## src/rtl/dct_row_feeder.sv

```systemverilog
// Pixel-stream to row packer for the 8-point DCT. Two 8-sample banks alternate:
// one fills from the pixel stream while the DCT fetches from the other.
module dct_row_feeder #(
    parameter bit LEVEL_SHIFT = 1'b1
) (
    input  logic       clock,
    input  logic       nreset,
    input  logic [7:0] pixel_in,
    input  logic       pixel_valid,
    output logic       pixel_ready,
    input  logic [2:0] fetch_addr,
    output logic [7:0] fetch_data,
    output logic       row_valid,
    input  logic       row_done,
    output logic [2:0] row_index,
    output logic       underrun
);

    logic [7:0] r_mem [2][8];
    logic [1:0] r_full;
    logic       r_wr_bank;
    logic       r_rd_bank;
    logic [2:0] r_wr_idx;
    logic [2:0] r_row_index;
    logic       r_underrun;
    logic [7:0] r_fetch_data;

    logic       w_accept;
    logic [7:0] w_rd_sample;
    logic [7:0] w_shifted;

    assign pixel_ready = !r_full[r_wr_bank];
    assign row_valid   = r_full[r_rd_bank];
    assign w_accept    = pixel_valid && pixel_ready;
    assign row_index   = r_row_index;
    assign underrun    = r_underrun;
    assign fetch_data  = r_fetch_data;

    // Inverting the MSB is the same as subtracting 128 in two's complement.
    assign w_rd_sample = r_mem[r_rd_bank][fetch_addr];
    assign w_shifted   = LEVEL_SHIFT ? {~w_rd_sample[7], w_rd_sample[6:0]} : w_rd_sample;

    // Sample storage carries no reset so it can map onto block RAM.
    always_ff @(posedge clock) begin
        if (w_accept)
            r_mem[r_wr_bank][r_wr_idx] <= pixel_in;
    end

    always_ff @(posedge clock or negedge nreset) begin
        if (!nreset) begin
            r_full       <= 2'b00;
            r_wr_bank    <= 1'b0;
            r_rd_bank    <= 1'b0;
            r_wr_idx     <= 3'd0;
            r_row_index  <= 3'd0;
            r_underrun   <= 1'b0;
            r_fetch_data <= 8'd0;
        end else begin
            r_fetch_data <= w_shifted;
            if (w_accept) begin
                r_wr_idx <= r_wr_idx + 3'd1;
                if (r_wr_idx == 3'd7) begin
                    r_full[r_wr_bank] <= 1'b1;
                    r_wr_bank         <= ~r_wr_bank;
                end
            end
            // A full bank is never written, so the two bank indices here never collide.
            if (row_done) begin
                if (row_valid) begin
                    r_full[r_rd_bank] <= 1'b0;
                    r_rd_bank         <= ~r_rd_bank;
                    r_row_index       <= r_row_index + 3'd1;
                end else begin
                    r_underrun <= 1'b1;
                end
            end
        end
    end

endmodule

```

## config.mk

```make
export PLATFORM = sky130hd
export DESIGN_NAME = dct_row_feeder
export DESIGN_NICKNAME = d
export VERILOG_FILES = /design/src/rtl/dct_row_feeder.sv
export SDC_FILE = /design/constraint.sdc
export NUM_CORES = 1
export LEC_CHECK = 0
export CAP_MARGIN = 20
export CORE_MARGIN = 2
export CORE_UTILIZATION = 40
export CTS_BUF_LIST = sky130_fd_sc_hd__clkbuf_4
export CTS_CLUSTER_DIAMETER = 40
export CTS_CLUSTER_SIZE = 12
export DETAILED_ROUTE_END_ITERATION = 7
export PLACE_DENSITY_LB_ADDON = 0.12
export SLEW_MARGIN = 20
export SYNTH_ARGS = -nofsm -noshare
export SYNTH_HDL_FRONTEND = slang
export SYNTH_SLANG_ARGS = --single-unit
```

## constraint.sdc

```tcl
create_clock -name clock -period 6.1 [get_ports clock]
set_clock_uncertainty 0.2 [all_clocks]
set_input_delay 0.61 -clock clock [delete_from_list [all_inputs] [get_ports clock]]
set_output_delay 0.61 -clock clock [all_outputs]
set_load 0.005 [all_outputs]
```

==> impl_results.html <==
<table>
<tr><th>Metric</th><th>Value</th></tr>
<tr><th colspan="2">Outcome</th></tr>
<tr><td>Result of the run</td><td>finished, final reports clean</td></tr>
<tr><th colspan="2">Worst setup path</th></tr>
<tr><td>Kind of cell adding the most delay to the critical path</td><td>flip-flops</td></tr>
<tr><td>Setup CP Type</td><td>flip-flop to primary output</td></tr>
<tr><td>Number of cells on the critical path</td><td>2</td></tr>
<tr><td>Worst r2r path cells</td><td>3</td></tr>
<tr><td>Critical Path Fanout Max</td><td>37</td></tr>
<tr><td>Worst EP arrival</td><td>2.30 ns</td></tr>
<tr><td>Worst setup slack for register-to-register paths</td><td>3.04 ns</td></tr>
<tr><td>Required @ worst endpoint</td><td>5.29 ns</td></tr>
<tr><td>Launch point of the worst path</td><td>r_rd_bank$_DFFE_PN0P_</td></tr>
<tr><td>Maximum cell stage delay along the critical path</td><td>0.87 ns</td></tr>
<tr><td>End of the critical path</td><td>row_valid</td></tr>
<tr><td>Cells traversed along the worst timing path</td><td>mux2_2 -&gt; clkdlybuf4s50_1</td></tr>
<tr><td>Source of the worst register-to-register timing path</td><td>r_wr_bank$_DFFE_PN0P_</td></tr>
<tr><td>Slowest-stage cell, CP</td><td>sky130_fd_sc_hd__dfrtp_4</td></tr>
<tr><td>Capture instance of the worst register-to-register path</td><td>r_mem[0][46]$_DFFE_PP_</td></tr>
<tr><td>Count of buffering cells on the critical path with inverters included</td><td>1</td></tr>
<tr><td>Critical Path Start Type</td><td>flip-flop</td></tr>
<tr><td>CP endpoint kind</td><td>primary output</td></tr>
<tr><th colspan="2">Cells and area</th></tr>
<tr><td>Fraction of layout instances using a drive strength above 1</td><td>0.1790</td></tr>
<tr><td>Top library cells by usage in the layout, fill and taps aside</td><td>128 x sky130_fd_sc_hd__edfxtp_1, 28 x sky130_fd_sc_hd__clkdlybuf4s50_1, 22 x sky130_fd_sc_hd__clkbuf_4</td></tr>
<tr><td>Fill cell instance count of the final layout</td><td>1214</td></tr>
<tr><td>Post-synthesis to final-layout area growth</td><td>13.19%</td></tr>
<tr><td>Diode count</td><td>0</td></tr>
<tr><td>Net count, final</td><td>329</td></tr>
<tr><td>Most common cell after layout, fill and taps aside</td><td>sky130_fd_sc_hd__edfxtp_1</td></tr>
<tr><td>Final Core Density</td><td>0.4641</td></tr>
<tr><th colspan="2">STA</th></tr>
<tr><td>Final hold viol count</td><td>0</td></tr>
<tr><td>Period utilisation layout</td><td>0.5100</td></tr>
<tr><td>Endpoints failing setup</td><td>0</td></tr>
<tr><td>Final sum of negative setup slack</td><td>0 ns</td></tr>
<tr><td>Maximum frequency from static timing analysis</td><td>0.3214 GHz</td></tr>
<tr><td>Final max-slew violation count</td><td>0</td></tr>
<tr><td>Worst slack on hold paths</td><td>0.2245 ns</td></tr>
<tr><td>Post-layout min period</td><td>3.111 ns</td></tr>
<tr><td>Slew of the pin with the lowest slew margin</td><td>1.025 ns</td></tr>
<tr><td>RSZ-0062 raised after global routing</td><td>false</td></tr>
<tr><td>Remaining max-slew budget at the tightest pin</td><td>0.3113</td></tr>
<tr><th colspan="2">Place</th></tr>
<tr><td>Weighted congestion at the end of routability-driven global placement</td><td>0.7129</td></tr>
<tr><td>Dpl hpwl</td><td>7.229 mm</td></tr>
<tr><td>Count of input and output buffers</td><td>28</td></tr>
<tr><th colspan="2">Routing</th></tr>
<tr><td>Number of design-rule violations left by the first detailed-router iteration</td><td>228</td></tr>
<tr><td>Total wirelength of the detailed-routed design</td><td>11.71 mm</td></tr>
<tr><td>DR DRC count</td><td>0</td></tr>
<tr><td>Via count of the routed design</td><td>2713</td></tr>
<tr><td>Detail-routed net length per standard cell</td><td>23.23 um</td></tr>
<tr><td>Number of antenna-violating nets in the routed design</td><td>0</td></tr>
<tr><td>Total iterations of the first detailed-routing run</td><td>4</td></tr>
<tr><td>Average via count per standard cell</td><td>5.383</td></tr>
<tr><th colspan="2">Yosys</th></tr>
<tr><td>Seq/Total Area, Yosys</td><td>0.7588</td></tr>
<tr><td>Netlist area before placement</td><td>5692 um2</td></tr>
<tr><td>Top-area cell type share of the netlist area</td><td>0.6753</td></tr>
<tr><td>Synth Warn #</td><td>0</td></tr>
<tr><td>EDFF count, synth</td><td>128</td></tr>
<tr><td>Most used DFF post-synth</td><td>sky130_fd_sc_hd__edfxtp_1</td></tr>
<tr><td>Leading cell types by total area after synthesis</td><td>sky130_fd_sc_hd__edfxtp_1 68%, sky130_fd_sc_hd__mux4_1 9.2%, sky130_fd_sc_hd__dfrtp_1 8.4%</td></tr>
<tr><td>Synthesized area per cell</td><td>21.00 um2</td></tr>
<tr><td>Synthesized flop and latch total</td><td>147</td></tr>
<tr><td>Total nets after synthesis</td><td>289</td></tr>
<tr><td>Post-Syn Instances</td><td>271</td></tr>
<tr><td>Asr flop ratio synth</td><td>0.1293</td></tr>
<tr><td>Unique cell type count in the Yosys netlist</td><td>31</td></tr>
<tr><td>Area leader, netlist</td><td>sky130_fd_sc_hd__edfxtp_1</td></tr>
<tr><th colspan="2">Clock network</th></tr>
<tr><td>CTS tree</td><td>yes</td></tr>
<tr><td>Number of hold-repair buffers added at the cts stage</td><td>0</td></tr>
<tr><td>TritonCTS Sinks</td><td>147</td></tr>
<tr><td>Gates resized, CTS repair</td><td>0</td></tr>
<tr><td>Master cell of the clock root buffer</td><td>sky130_fd_sc_hd__clkbuf_4</td></tr>
<tr><td>Post-CTS setup buffer count</td><td>0</td></tr>
<tr><td>Clock latency on the worst-skew pair</td><td>0.53 ns</td></tr>
<tr><td>Number of H-tree levels</td><td>4</td></tr>
<tr><td>Clock Path Buffers</td><td>2</td></tr>
<tr><td>Clock slew at reported path FFs</td><td>0.12 ns</td></tr>
<tr><td>TritonCTS Buffers</td><td>17</td></tr>
<tr><th colspan="2">Floorplan</th></tr>
<tr><td>Die ar.</td><td>15200 um2</td></tr>
<tr><td>I/O pin cnt</td><td>29</td></tr>
<tr><td>Core Footprint</td><td>13880 um2</td></tr>
<tr><td>Starting Density</td><td>0.4100</td></tr>
<tr><td>Height of the chip</td><td>123.3 um</td></tr>
<tr><td>Chip width</td><td>123.3 um</td></tr>
<tr><td>Site row count</td><td>43</td></tr>
<tr><th colspan="2">GRT</th></tr>
<tr><td>Total congestion overflow after global routing</td><td>0</td></tr>
<tr><td>Antenna violations before repair</td><td>0</td></tr>
<tr><td>Overall routing resource usage</td><td>0.1670</td></tr>
<tr><td>Vias in the first global route</td><td>2766</td></tr>
<tr><td>Wire length of the first global-routing pass</td><td>17.11 mm</td></tr>
<tr><td>Largest net degree at the start of global routing</td><td>38</td></tr>
<tr><th colspan="2">Worst hold path</th></tr>
<tr><td>Class of the tightest hold or removal check</td><td>input pin to asynchronous set/reset pin</td></tr>
<tr><th colspan="2">Power and ir drop</th></tr>
<tr><td>Worst ir drop on vdd</td><td>0.0001693 V</td></tr>
<tr><td>Cell area power density</td><td>365.5 nW/um2</td></tr>
<tr><td>Static Leakage</td><td>0.002132 uW</td></tr>
<tr><th colspan="2">Job</th></tr>
<tr><td>Max-cap violations</td><td>0</td></tr>
</table>
## cells by family after synthesis
kind of cell | after synthesis | synth area share
AOI/OAI and AO/OA | 25 | 0.03144
xor gates and xnor gates | 3 | 0.004617
adders and majority gates | 3 | 0.006596
buffers and inverters | 17 | 0.01605
DFF | 147 | 0.7588
muxes | 37 | 0.1495
and+or+nand+nor | 39 | 0.03298
## where the power goes
part           switching (uW)  leakage, uW  internal, uW  total, uW
Combinational             227     0.000625           277        504
Sequential                150      0.00138          1220       1370
Clock                     304     0.000126           173        477
Total                     680      0.00213          1670       2350
## sequential cells by signal (all words and copies together), names as in the netlist
name,cells
r_wr_idx,3
r_rd_bank,1
r_full,2
r_mem,128
row_index,3
fetch_data,8
r_wr_bank,1
underrun,1
## cell type report
| type | instances | area [um2] | area share |
|---|---|---|---|
| sequential | 147 | 4323 | 0.6710 |
| multi-input combinational | 107 | 1343 | 0.2084 |
| timing repair buffer | 35 | 332.8 | 0.05166 |
| tap | 180 | 225.2 | 0.03496 |
| clock buffer | 22 | 165.2 | 0.02564 |
| clock inverter | 10 | 42.54 | 0.006603 |
| inverter | 3 | 11.26 | 0.001748 |
## how the worst min path moves through the flow
stage	start	endpoint	slack, ns	cells after the start
2_1_floorplan	nreset	fetch_data[0]$_DFF_PN0_	0.11	0
3_3_place_gp	underrun$_DFFE_PN0P_	underrun$_DFFE_PN0P_	0.26	1
3_5_place_dp	underrun$_DFFE_PN0P_	underrun$_DFFE_PN0P_	0.27	1
4_1_cts	nreset	fetch_data[1]$_DFF_PN0_	0.20	2
5_1_grt	nreset	r_wr_bank$_DFFE_PN0P_	0.20	2
6_report	nreset	fetch_data[4]$_DFF_PN0_	0.22	2
## through the flow
step	cell area [um2]	setup slack, ns	instances	power, uW
global placement	6190	3.024	472	1882
floorplan	5692	3.612	271	1681
finish	6442	2.989	504	2355
CTS	6407	2.611	504	2372
global route	6442	2.783	504	2476
detailed placement	6200	2.832	472	1894
## synth_stat cells, types with 2 or more instances
cell                       number
sky130_fd_sc_hd__a22o_1         2
sky130_fd_sc_hd__a22oi_1       14
sky130_fd_sc_hd__a31oi_1        3
sky130_fd_sc_hd__buf_1          3
sky130_fd_sc_hd__buf_6          2
sky130_fd_sc_hd__clkbuf_1       7
sky130_fd_sc_hd__dfrtp_1       19
sky130_fd_sc_hd__edfxtp_1     128
sky130_fd_sc_hd__ha_1           3
sky130_fd_sc_hd__inv_1          3
sky130_fd_sc_hd__mux2_2         4
sky130_fd_sc_hd__mux4_1        20
sky130_fd_sc_hd__mux4_2        12
sky130_fd_sc_hd__nand2_1       12
sky130_fd_sc_hd__nand3_1        2
sky130_fd_sc_hd__nand4_1        2
sky130_fd_sc_hd__nor2_1         5
sky130_fd_sc_hd__nor2b_1        2
sky130_fd_sc_hd__nor3_1        10
sky130_fd_sc_hd__nor4_1         3
sky130_fd_sc_hd__o21ai_0        2
sky130_fd_sc_hd__o31ai_1        2
sky130_fd_sc_hd__xnor2_1        3
## per-layer routing
metal	track usage	vias up	routed length, um
met1	0.2306	1411	5118
met5	0	-	0
met2	0.2521	65	5633
met3	0.04520	16	748
li1	-	1221	-
met4	0.06889	0	206
No activity file was read; power rests on OpenSTA's default activity.
